===== config.mk =====
export PLATFORM = sky130hd
export DESIGN_NAME = morra_cinese
export DESIGN_NICKNAME = d
export VERILOG_FILES = /design/src/rtl/morra_cinese.sv
export SDC_FILE = /design/constraint.sdc
export NUM_CORES = 1
export LEC_CHECK = 0
export ABC_AREA = 1
export CORE_ASPECT_RATIO = 1.4
export CORE_MARGIN = 2
export CORE_UTILIZATION = 50
export DETAILED_ROUTE_END_ITERATION = 8
export GPL_ROUTABILITY_DRIVEN = 0
export MAX_ROUTING_LAYER = met4
export PLACE_DENSITY_LB_ADDON = 0.25
export SYNTH_ARGS = -nofsm -noshare
export SYNTH_HDL_FRONTEND = slang
export SYNTH_SLANG_ARGS = --single-unit

===== constraint.sdc =====
create_clock -name clk -period 3.6 [get_ports clk]
set_input_delay 1.08 -clock clk [delete_from_list [all_inputs] [get_ports clk]]
set_output_delay 1.08 -clock clk [all_outputs]
set_load 0.01 [all_outputs]

===== src/rtl/morra_cinese.sv =====
// Rock-paper-scissors match referee: judges one round per cycle, keeps score and
// declares the match result once a player leads by two or the programmed length runs out.
module morra_cinese (
  input  logic       clk,
  input  logic       rst_n,
  input  logic       start,
  input  logic [1:0] g1,
  input  logic [1:0] g2,
  output logic [1:0] manche,
  output logic [1:0] partita
);

  typedef enum logic [1:0] {StIdle, StPlay, StOver} state_e;

  localparam logic [1:0] MoveNone     = 2'b00;
  localparam logic [1:0] MoveRock     = 2'b01;
  localparam logic [1:0] MovePaper    = 2'b10;
  localparam logic [1:0] MoveScissors = 2'b11;

  localparam logic [1:0] ResNone = 2'b00;
  localparam logic [1:0] ResP1   = 2'b01;
  localparam logic [1:0] ResP2   = 2'b10;
  localparam logic [1:0] ResTie  = 2'b11;

  state_e     state_q, state_d;
  logic [4:0] max_q, max_d;
  logic [4:0] played_q, played_d;
  logic [4:0] w1_q, w1_d;
  logic [4:0] w2_q, w2_d;
  // {winner, winning move} of the last decisive round; all zero means no restriction
  logic [3:0] last_q, last_d;
  logic [1:0] manche_q, manche_d;
  logic [1:0] partita_q, partita_d;

  logic       p1_beats_p2;
  logic       repeat_move;
  logic       round_valid;
  logic [4:0] diff;

  assign p1_beats_p2 = (g1 == MoveRock     && g2 == MoveScissors) ||
                       (g1 == MoveScissors && g2 == MovePaper)    ||
                       (g1 == MovePaper    && g2 == MoveRock);

  assign repeat_move = (last_q[3:2] == ResP1 && g1 == last_q[1:0]) ||
                       (last_q[3:2] == ResP2 && g2 == last_q[1:0]);

  assign round_valid = (g1 != MoveNone) && (g2 != MoveNone) && !repeat_move;

  assign diff = (w1_d > w2_d) ? (w1_d - w2_d) : (w2_d - w1_d);

  always_comb begin
    state_d   = state_q;
    max_d     = max_q;
    played_d  = played_q;
    w1_d      = w1_q;
    w2_d      = w2_q;
    last_d    = last_q;
    manche_d  = ResNone;
    partita_d = partita_q;

    if (start) begin
      max_d     = {1'b0, g1, g2} + 5'd4;
      played_d  = '0;
      w1_d      = '0;
      w2_d      = '0;
      last_d    = '0;
      partita_d = ResNone;
      state_d   = StPlay;
    end else if (state_q == StPlay && round_valid) begin
      played_d = played_q + 5'd1;
      if (g1 == g2) begin
        manche_d = ResTie;
        last_d   = '0;
      end else if (p1_beats_p2) begin
        manche_d = ResP1;
        w1_d     = w1_q + 5'd1;
        last_d   = {ResP1, g1};
      end else begin
        manche_d = ResP2;
        w2_d     = w2_q + 5'd1;
        last_d   = {ResP2, g2};
      end

      // End conditions use the counts including this round
      if (played_d >= 5'd4 && diff >= 5'd2) begin
        partita_d = (w1_d > w2_d) ? ResP1 : ResP2;
        state_d   = StOver;
      end else if (played_d == max_q) begin
        if (w1_d > w2_d)      partita_d = ResP1;
        else if (w2_d > w1_d) partita_d = ResP2;
        else                  partita_d = ResTie;
        state_d = StOver;
      end
    end
  end

  always_ff @(posedge clk or negedge rst_n) begin
    if (!rst_n) begin
      state_q   <= StIdle;
      max_q     <= '0;
      played_q  <= '0;
      w1_q      <= '0;
      w2_q      <= '0;
      last_q    <= '0;
      manche_q  <= ResNone;
      partita_q <= ResNone;
    end else begin
      state_q   <= state_d;
      max_q     <= max_d;
      played_q  <= played_d;
      w1_q      <= w1_d;
      w2_q      <= w2_d;
      last_q    <= last_d;
      manche_q  <= manche_d;
      partita_q <= partita_d;
    end
  end

  assign manche  = manche_q;
  assign partita = partita_q;

endmodule


==> flow_summary.json, run 1 <==
{
  "wl_um": 6110,
  "path_clk_slew_ps": 70,
  "vias_per_cell": 5.32,
  "grt_util_all_layers": 0.256,
  "cts_buffer_depth": 2,
  "fmax_mhz": 272,
  "synth_nets": 325,
  "cp.arrival_ps": 3870,
  "worst_hold_path.endpoint": "partita[1]",
  "violations": "negative setup slack",
  "final_common_cell": "nand2_1",
  "finalSetupViolations": 4,
  "netlist_area_mm2": 0.00226,
  "period_share": 1.02,
  "rrSetupSlack_ps": 540,
  "yosysTopAreaCellShare": 0.333,
  "rsz0062_at_grt": "true",
  "worstMarginPinSlew_ps": 409,
  "final_util": 0.763,
  "ir_worst_vdd_mv": 0.290,
  "dieArea_mm2": 0.00507,
  "antenna_cells": 0,
  "final_nets": 392,
  "critPathLaunchType": "primary input",
  "p_leak_nw": 1.60,
  "yosys.area.top_type": "dfrtp_1",
  "hold_violations": 0,
  "min-delay-start": "partita[1]",
  "drtAntennaViolNets": 0,
  "drcViolationCount": 0,
  "synth_area_leaders": "dfrtp_1 (33%), nand2_1 (13%), ha_1 (12%)",
  "die_w_um": 60.8,
  "crit_type": "primary input to flop",
  "area_growth_syn_to_layout_pct": 44.6,
  "antenna_found_initial": 0,
  "synth_cell_type_count": 34,
  "hold_path_depth": 2,
  "num_rows": 28,
  "worst_slack_ps": -78.7,
  "layout_common_cells": "nand2_1 (69), buf_4 (51), inv_1 (31), dfrtp_1 (30), nand3_1 (18)",
  "drv_cap": 0,
  "firstDrtPassIters": 4,
  "ff2ff_path_depth": 18,
  "start_util": 0.528,
  "routedWlPerCell_um": 14.5,
  "cts-buffers-inserted": 5,
  "drt_iter0_drc": 134,
  "grt_pass1_vias": 2192,
  "synth-seq-area-share": 0.333,
  "die_y_um": 83.5,
  "endpoint_kind": "flop",
  "r2r-start": "state_q[1]",
  "status": "complete, but fails checks",
  "p_per_area_mw_per_mm2": 389,
  "clk_latency_ps": 290,
  "dr_total_vias": 2246,
  "synth-seq-cells": 30,
  "drv_slew": 0,
  "critPathMaxFanout": 6,
  "grt_overflow": 0,
  "reg2reg_to": "partita[1]",
  "cts_tree": "built",
  "cts_sinks": 30,
  "hold_class": "flop to flop",
  "cts-htree-levels": 2,
  "numPortBuffers": 10,
  "drive_gt1_frac": 0.376,
  "power.total_w": 0.00127,
  "coreArea_mm2": 0.00427,
  "cts-root-buf": "clkbuf_8",
  "grt_max_degree": 31,
  "syn_inst": 294,
  "yosysWarnings": 0,
  "grt_pass1_wl_um": 9520,
  "fin_skew_ps": 10.1,
  "max_slew_margin": 0.726,
  "dp_hpwl_um": 4170,
  "period_needed_ps": 3680,
  "ios": 11,
  "critPathRequiredTime_ps": 3790,
  "finalSetupTns_ps": -263,
  "avgSynthCellArea_um2": 7.67
}
==> synthesized netlist by cell type <==
cell type   n
nand2_1    77
inv_1      41
dfrtp_1    30
nand3_1    25
ha_1       22
nor2_1     21
a21oi_1    11
o21ai_0     9
nand4_1     7
xor2_1      7
o22ai_1     6
xnor2_1     5
o21ai_1     4
buf_4       3
o21ai_2     3
buf_2       2
fa_1        2
inv_2       2
xnor2_2     2
a21oi_4     1
a31oi_2     1
buf_6       1
clkbuf_1    1
clkbuf_2    1
inv_4       1
nand2_2     1
nand3_4     1
nor3_1      1
nor3b_1     1
o211ai_1    1
o21a_1      1
o21bai_1    1
o221ai_1    1
o2bb2ai_2   1
==> power by group <==
part	switching, W	internal, W	leakage, nW	total, W
registers	0.0000374	0.000376	0.400	0.000413
logic	0.000303	0.000261	1.15	0.000564
clock network	0.000139	0.000154	0.0472	0.000293
total	0.000479	0.000791	1.60	0.00127
==> what timing repair did <==
action | 4_1_cts | 5_1_grt
setup endpoints to repair | 4 | 4
hold endpoints to repair | 0 | 0
resized for setup | 42 | 55
pin swaps | 15 | 30
hold buffers | 0 | 0
setup buffers | 3 | 10
==> layer usage <==
| metal | share of wire | global-route usage | vias to the layer above |
|---|---|---|---|
| li1 | - | - | 1083 |
| met1 | 0.36 | 0.259 | 1076 |
| met2 | 0.56 | 0.452 | 64 |
| met3 | 0.034 | 0.0403 | 23 |
| met4 | 0.045 | 0.132 | 0 |
| met5 | 0 | - | - |
==> worst max path at each step <==
| stage | start | end | slack (ps) | depth (start not counted) |
|---|---|---|---|---|
| after floorplan | g1[0] | partita[0] | 2 | 20 |
| after global placement | g1[0] | state_q[1] | -790 | 23 |
| after detailed placement | g1[1] | partita[0] | -860 | 21 |
| after CTS | g1[0] | state_q[1] | 10 | 23 |
| after global routing | g1[0] | partita[1] | -190 | 23 |
| final | g1[0] | partita[0] | -80 | 22 |
==> registers in the layout (all words and copies together), names as in the netlist <==
name	count
last_q	4
partita	2
w1_q	5
played_q	5
w2_q	5
max_q	5
state_q	2
manche	2
==> cell families (layout without fill, tap and decap cells) <==
kind of cell,after synthesis,count (layout),synth area share
and+or+nand+nor,134,134,0.254
DFF,30,30,0.333
buffers and inverters,52,120,0.0976
xor gates and xnor gates,14,14,0.0610
AOI/OAI and AO/OA,40,40,0.115
adders and majority gates,24,24,0.140
==> worst max-delay path: stages <==
cell     delay, ps
buf_8          100
buf_4          140
ha_2           190
nand3_2         80
nand3_4         90
a21oi_4        200
buf_6          140
nand4_1        100
xor2_1         260
o22ai_2        140
ha_4           280
buf_4          140
a21oi_2        170
nand3_1        120
nand2_1        110
nor2_2          50
nand3_2         90
nand3_4        110
nand2_1         80
nand2_1         50
nand2_1         70
nand2_1         50
==> cell type report <==
type                    count  area, um^2
well taps                  60        75.1
repair buffers             68         576
fillers                   305        1010
multi-input cells         212        1590
clock inverters             2        12.5
clock buffers               6        82.6
inverters                  44         175
flip-flops and latches     30         751
==> through the flow <==
stage / hold slack [ps] / cells / setup WS [ps] / instance area [um^2]
after floorplan: 450 / 294 / 2.49 / 2270
final: 484 / 422 / -78.7 / 3260
after detailed placement: 463 / 401 / -862 / 2730
after global routing: 512 / 422 / -194 / 3260
after CTS: 481 / 412 / 10.3 / 2990
after global placement: 464 / 401 / -793 / 2730
Note: power is estimated with default switching activity, not from simulation.
==> inputs of run 2 (changes only) <==
Settings changed: CORE_UTILIZATION 50 to 60, SLEW_MARGIN from default to 20.
==> flow_summary.json, run 2 (synthesis gave the netlist of run 1 again) <==
{
  "status": "complete, but fails checks",
  "violations": "negative setup slack",
  "cts-root-buf": "clkbuf_8",
  "critPathMaxStageDelay_ps": 360,
  "start_util": 0.619,
  "wl_um": 7530,
  "ff2ff_path_depth": 23,
  "crit_cells": 25,
  "cts_tree": "built",
  "path_buf_inv": 6,
  "fmax_mhz": 276,
  "finalSetupViolations": 3,
  "clkPwrFrac": 0.252,
  "worst_slack_ps": -25.1,
  "fin_skew_ps": 10.4,
  "grt_max_degree": 31,
  "period_share": 1.01,
  "dp_slack_ps": -942,
  "period_needed_ps": 3630,
  "layout_common_cells": "nand2_1 (64), buf_4 (51), inv_1 (34), dfrtp_1 (30), nor2_1 (18)",
  "swShare": 0.372,
  "worstMarginPinSlew_ps": 404,
  "p_per_area_mw_per_mm2": 420,
  "combPwrFrac": 0.442,
  "cts_sinks": 30,
  "grt_overflow": 0,
  "fillers": 177,
  "clk_latency_ps": 300,
  "crit_family": "simple AND/OR/NAND/NOR gates",
  "routedWlPerCell_um": 18.7,
  "firstDrtPassIters": 5,
  "cts-htree-levels": 2,
  "path_clk_slew_ps": 60,
  "endpoint_kind": "flop",
  "hold_class": "flop to flop",
  "drv_slew": 0,
  "max_slew_margin": 0.730,
  "ir_worst_vdd_mv": 0.484,
  "ios": 11,
  "p_int_w": 0.000852,
  "cts_buffer_depth": 2,
  "num_rows": 26,
  "rrSetupSlack_ps": 530,
  "hold_violations": 0,
  "grt_util_all_layers": 0.324,
  "critPathLaunchType": "primary input",
  "cp-endpoint": "state_q[1]",
  "slowest_stage": "fa_2",
  "antenna_found_initial": 0,
  "grt_pass1_wl_um": 10500,
  "crit_start": "g1[0]",
  "antenna_cells": 0,
  "p_leak_nw": 1.61,
  "vias_per_cell": 5.93,
  "r2r-start": "last_q[1]",
  "die_w_um": 55.8,
  "final_nets": 391,
  "grt_pass1_vias": 2358,
  "drcViolationCount": 0,
  "drv_cap": 0,
  "drive_gt1_frac": 0.371,
  "drt_iter0_drc": 152,
  "multiInputGateArea_mm2": 0.00158,
  "cp.arrival_ps": 3860,
  "seqCellArea_um2": 751,
  "rsz0062_at_grt": "true",
  "numPortBuffers": 10,
  "dr_total_vias": 2391,
  "pwr-share-seq": 0.306,
  "drtAntennaViolNets": 0,
  "critPathMaxFanout": 4,
  "final_common_cell": "nand2_1",
  "final_util": 0.888,
  "dieArea_mm2": 0.00427,
  "cts-buffers-inserted": 5,
  "reg2reg_to": "state_q[1]",
  "coreArea_mm2": 0.00364,
  "die_y_um": 76.6,
  "crit_type": "primary input to flop",
  "power.total_w": 0.00136,
  "area_growth_syn_to_layout_pct": 43.4,
  "critPathRequiredTime_ps": 3830,
  "finalSetupTns_ps": -56.9,
  "dp_hpwl_um": 4130,
  "switching_power_w": 0.000505
}
run 2: cell type report:
| cell class | instances | share of cell area |
|---|---|---|
| Clock buffer | 5 | 0.0213 |
| Clock inverter | 3 | 0.0124 |
| Inverter | 44 | 0.0557 |
| Multi-Input combinational cell | 212 | 0.488 |
| Sequential cell | 30 | 0.232 |
| Tap cell | 42 | 0.0162 |
| Timing Repair Buffer | 67 | 0.174 |
run 2: layer usage:
metal	vias up	GRT usage	routed length [um]
met5	-	-	0
met4	0	0.193	562
met3	52	0.0509	392
met2	135	0.575	4000
met1	1127	0.329	2570
li1	1077	-	-
run 2: tightest hold or removal path, cell delays in order (launching register included):
cell and delay, ps:
dfrtp_1 360, nand2_2 50, nand2_1 50
run 2: what timing repair did:
action | in CTS | in global routing
endpoints found under the hold margin | 0 | 0
hold buffers | 0 | 0
setup buffers | 4 | 11
resized for setup | 52 | 47
cloned | 0 | 0
pin swaps | 13 | 32
setup endpoints to repair | 4 | 4
run 2: worst min-delay path by stage:
stage	start	endpoint	slack (ps)	cells after the start
after floorplan	state_q[1]	state_q[1]	450	2
after global placement	partita[1]	partita[1]	460	2
after detailed placement	partita[1]	partita[1]	460	2
after CTS	partita[1]	partita[1]	470	2
after global routing	partita[1]	partita[1]	520	2
final	partita[1]	partita[1]	490	2
run 2: power by group through the flow:
| stage | registers (W) | logic, W | clock network (W) |
|---|---|---|---|
| floorplan | 0.000412 | 0.000262 | 0 |
| global placement | 0.000414 | 0.000412 | 0 |
| detailed placement | 0.000414 | 0.000421 | 0 |
| CTS | 0.000409 | 0.000488 | 0.000338 |
| global route | 0.000419 | 0.000642 | 0.000355 |
| finish | 0.000415 | 0.000600 | 0.000342 |
run 2: per-stage QoR:
step                      std cells  hold WS (ps)  instance area [um^2]
after detailed placement        381           458                  2690
final                           403           489                  3230
after CTS                       393           474                  3000
after floorplan                 294           450                  2270
after global placement          381           463                  2690
after global routing            403           517                  3230
==> inputs of run 3 (changes only) <==
Settings changed: CORE_UTILIZATION 60 to 40.
==> flow_summary.json, run 3 (synthesis gave the netlist of run 1 again) <==
{
  "instances_no_fill": 437,
  "critPathRequiredTime_ps": 3830,
  "critPathLaunchType": "primary input",
  "num_rows": 32,
  "fmax_mhz": 281,
  "crit_type": "primary input to flop",
  "grt_pass1_vias": 2184,
  "cp.arrival_ps": 3790,
  "cts_sinks": 30,
  "start_util": 0.411,
  "drv_cap": 0,
  "combPwrFrac": 0.435,
  "p_leak_nw": 1.62,
  "fin_area_mm2": 0.00331,
  "drive_gt1_frac": 0.382,
  "power.total_w": 0.00125,
  "ir_worst_vdd_mv": 0.167,
  "antenna_found_initial": 0,
  "hold_class": "flop to flop",
  "dp_hpwl_um": 4390,
  "drt_iter0_drc": 95,
  "crit_family": "simple AND/OR/NAND/NOR gates",
  "final_common_cell": "nand2_1",
  "clk_latency_ps": 290,
  "die_y_um": 92.9,
  "rrSetupSlack_ps": 680,
  "ios": 11,
  "finalSetupTns_ps": 0,
  "grt_max_degree": 31,
  "antenna_cells": 0,
  "fin_skew_ps": 7.48,
  "vias_per_cell": 5.14,
  "clkPwrFrac": 0.235,
  "dp.cells": 414,
  "cts_buffer_depth": 2,
  "area_growth_syn_to_layout_pct": 46.8,
  "p_int_w": 0.000791,
  "die_w_um": 67.5,
  "layout_common_cells": "nand2_1 (65), buf_4 (59), inv_1 (31), dfrtp_1 (30)",
  "cts_tree": "built",
  "slowest_stage": "ha_4",
  "drv_slew": 0,
  "cts-htree-levels": 2,
  "critPathMaxFanout": 7,
  "dieArea_mm2": 0.00626,
  "wl_um": 6300,
  "critPathMaxStageDelay_ps": 340,
  "max_slew_margin": 0.739,
  "worstMarginPinSlew_ps": 391,
  "whs_ps": 482,
  "firstDrtPassIters": 6,
  "pwr-share-seq": 0.329,
  "path_buf_inv": 2,
  "coreArea_mm2": 0.00549,
  "place_area_mm2": 0.00278,
  "period_needed_ps": 3560,
  "drcViolationCount": 0,
  "swShare": 0.367,
  "grt_util_all_layers": 0.211,
  "period_share": 0.990,
  "rsz0062_at_grt": "true",
  "finalSetupViolations": 0,
  "cts-buffers-inserted": 5,
  "hold_violations": 0,
  "cts-root-buf": "clkbuf_8",
  "grt_pass1_wl_um": 9610,
  "numPortBuffers": 10,
  "grt_overflow": 0,
  "crit_chain": "buf_8 -> buf_6 -> ha_2 -> nand3_2 -> nand3_4 -> a21oi_4 -> nand4_1 -> xor2_2 -> o22ai_4 -> ha_4 -> nand2_4 -> nor3_2 -> nor2_1 -> nor2_1 -> nand3_1 -> nand3_2 -> nand2_2 -> nand2_2 -> nand2_1 -> nand2_1",
  "p_per_area_mw_per_mm2": 377,
  "drtAntennaViolNets": 0,
  "path_clk_slew_ps": 70,
  "switching_power_w": 0.000458,
  "routedWlPerCell_um": 14.4,
  "status": "completed",
  "dr_total_vias": 2247,
  "endpoint_kind": "flop",
  "final_nets": 399
}
[run 3: cell types whose count changed in the layout (fill, tap and decap cells not counted), sizes merged]
cell | previous run | this run
clkinv | 2 | 1
bufinv | 1 | 0
clkinvlp | 0 | 1
clkbuf | 6 | 7
buf | 60 | 68
[run 3: power groups by stage]
stage,clock network [W],logic [W],registers (W)
floorplan,0,0.000262,0.000412
global placement,0,0.000427,0.000417
detailed placement,0,0.000433,0.000417
CTS,0.000297,0.000503,0.000411
global route,0.000313,0.000596,0.000415
finish,0.000294,0.000543,0.000411
[run 3: repair_timing]
| item | in CTS | in global routing |
|---|---|---|
| setup endpoints to repair | 4 | 4 |
| hold buffers | 0 | 0 |
| setup buffers | 9 | 6 |
| gates cloned | 0 | 0 |
| resized for setup | 58 | 38 |
| pin swaps | 22 | 30 |
[run 3: path summary, 6_finish.rpt]
path                       cells after the start       start           to
max                                           20       g1[0]   partita[0]
min                                            2  partita[1]   partita[1]
max reg2reg                                   22  state_q[1]   partita[0]
min reg2reg                                    2  partita[1]   partita[1]
max in group asynchronous                      2       rst_n  played_q[4]
min in group asynchronous                      2       rst_n    manche[1]
[run 3: area by class of cell]
class	count	area, um^2
fillers	480	2170
multi-input cells	212	1590
flip-flops and latches	30	751
repair buffers	75	611
inverters	44	180
well taps	68	85.1
clock buffers	6	82.6
clock inverters	2	12.5
[run 3: layer usage]
metal	track usage	up-vias	routed length, um
met5	-	-	0
met4	0.112	0	269
met3	0.0316	24	146
met2	0.385	58	3620
met1	0.206	1076	2270
li1	-	1089	-
[run 3: worst register-to-register path, cell delays in order (launching register included)]
cell and delay [ps]:
dfrtp_1 410, nor3b_2 190, o21ai_1 100, a31oi_2 220, nand2_1 100, nand2_2 140, buf_6 150, o22ai_4 80
inv_2 70, ha_4 130, inv_2 40, fa_2 370, inv_2 70, nand2_2 40, a21oi_2 120, nand2_1 60
nor2_1 100, nand3_1 100, nand3_2 130, nand2_2 70, nand2_2 80, nand2_1 50, nand2_1 50
[run 3: through the flow]
stage	worst slack, ps	utilization
finish	37.0	0.604
floorplan	2.49	-
global placement	-893	0.507
global route	-137	0.604
CTS	5.12	0.572
detailed placement	-917	0.507
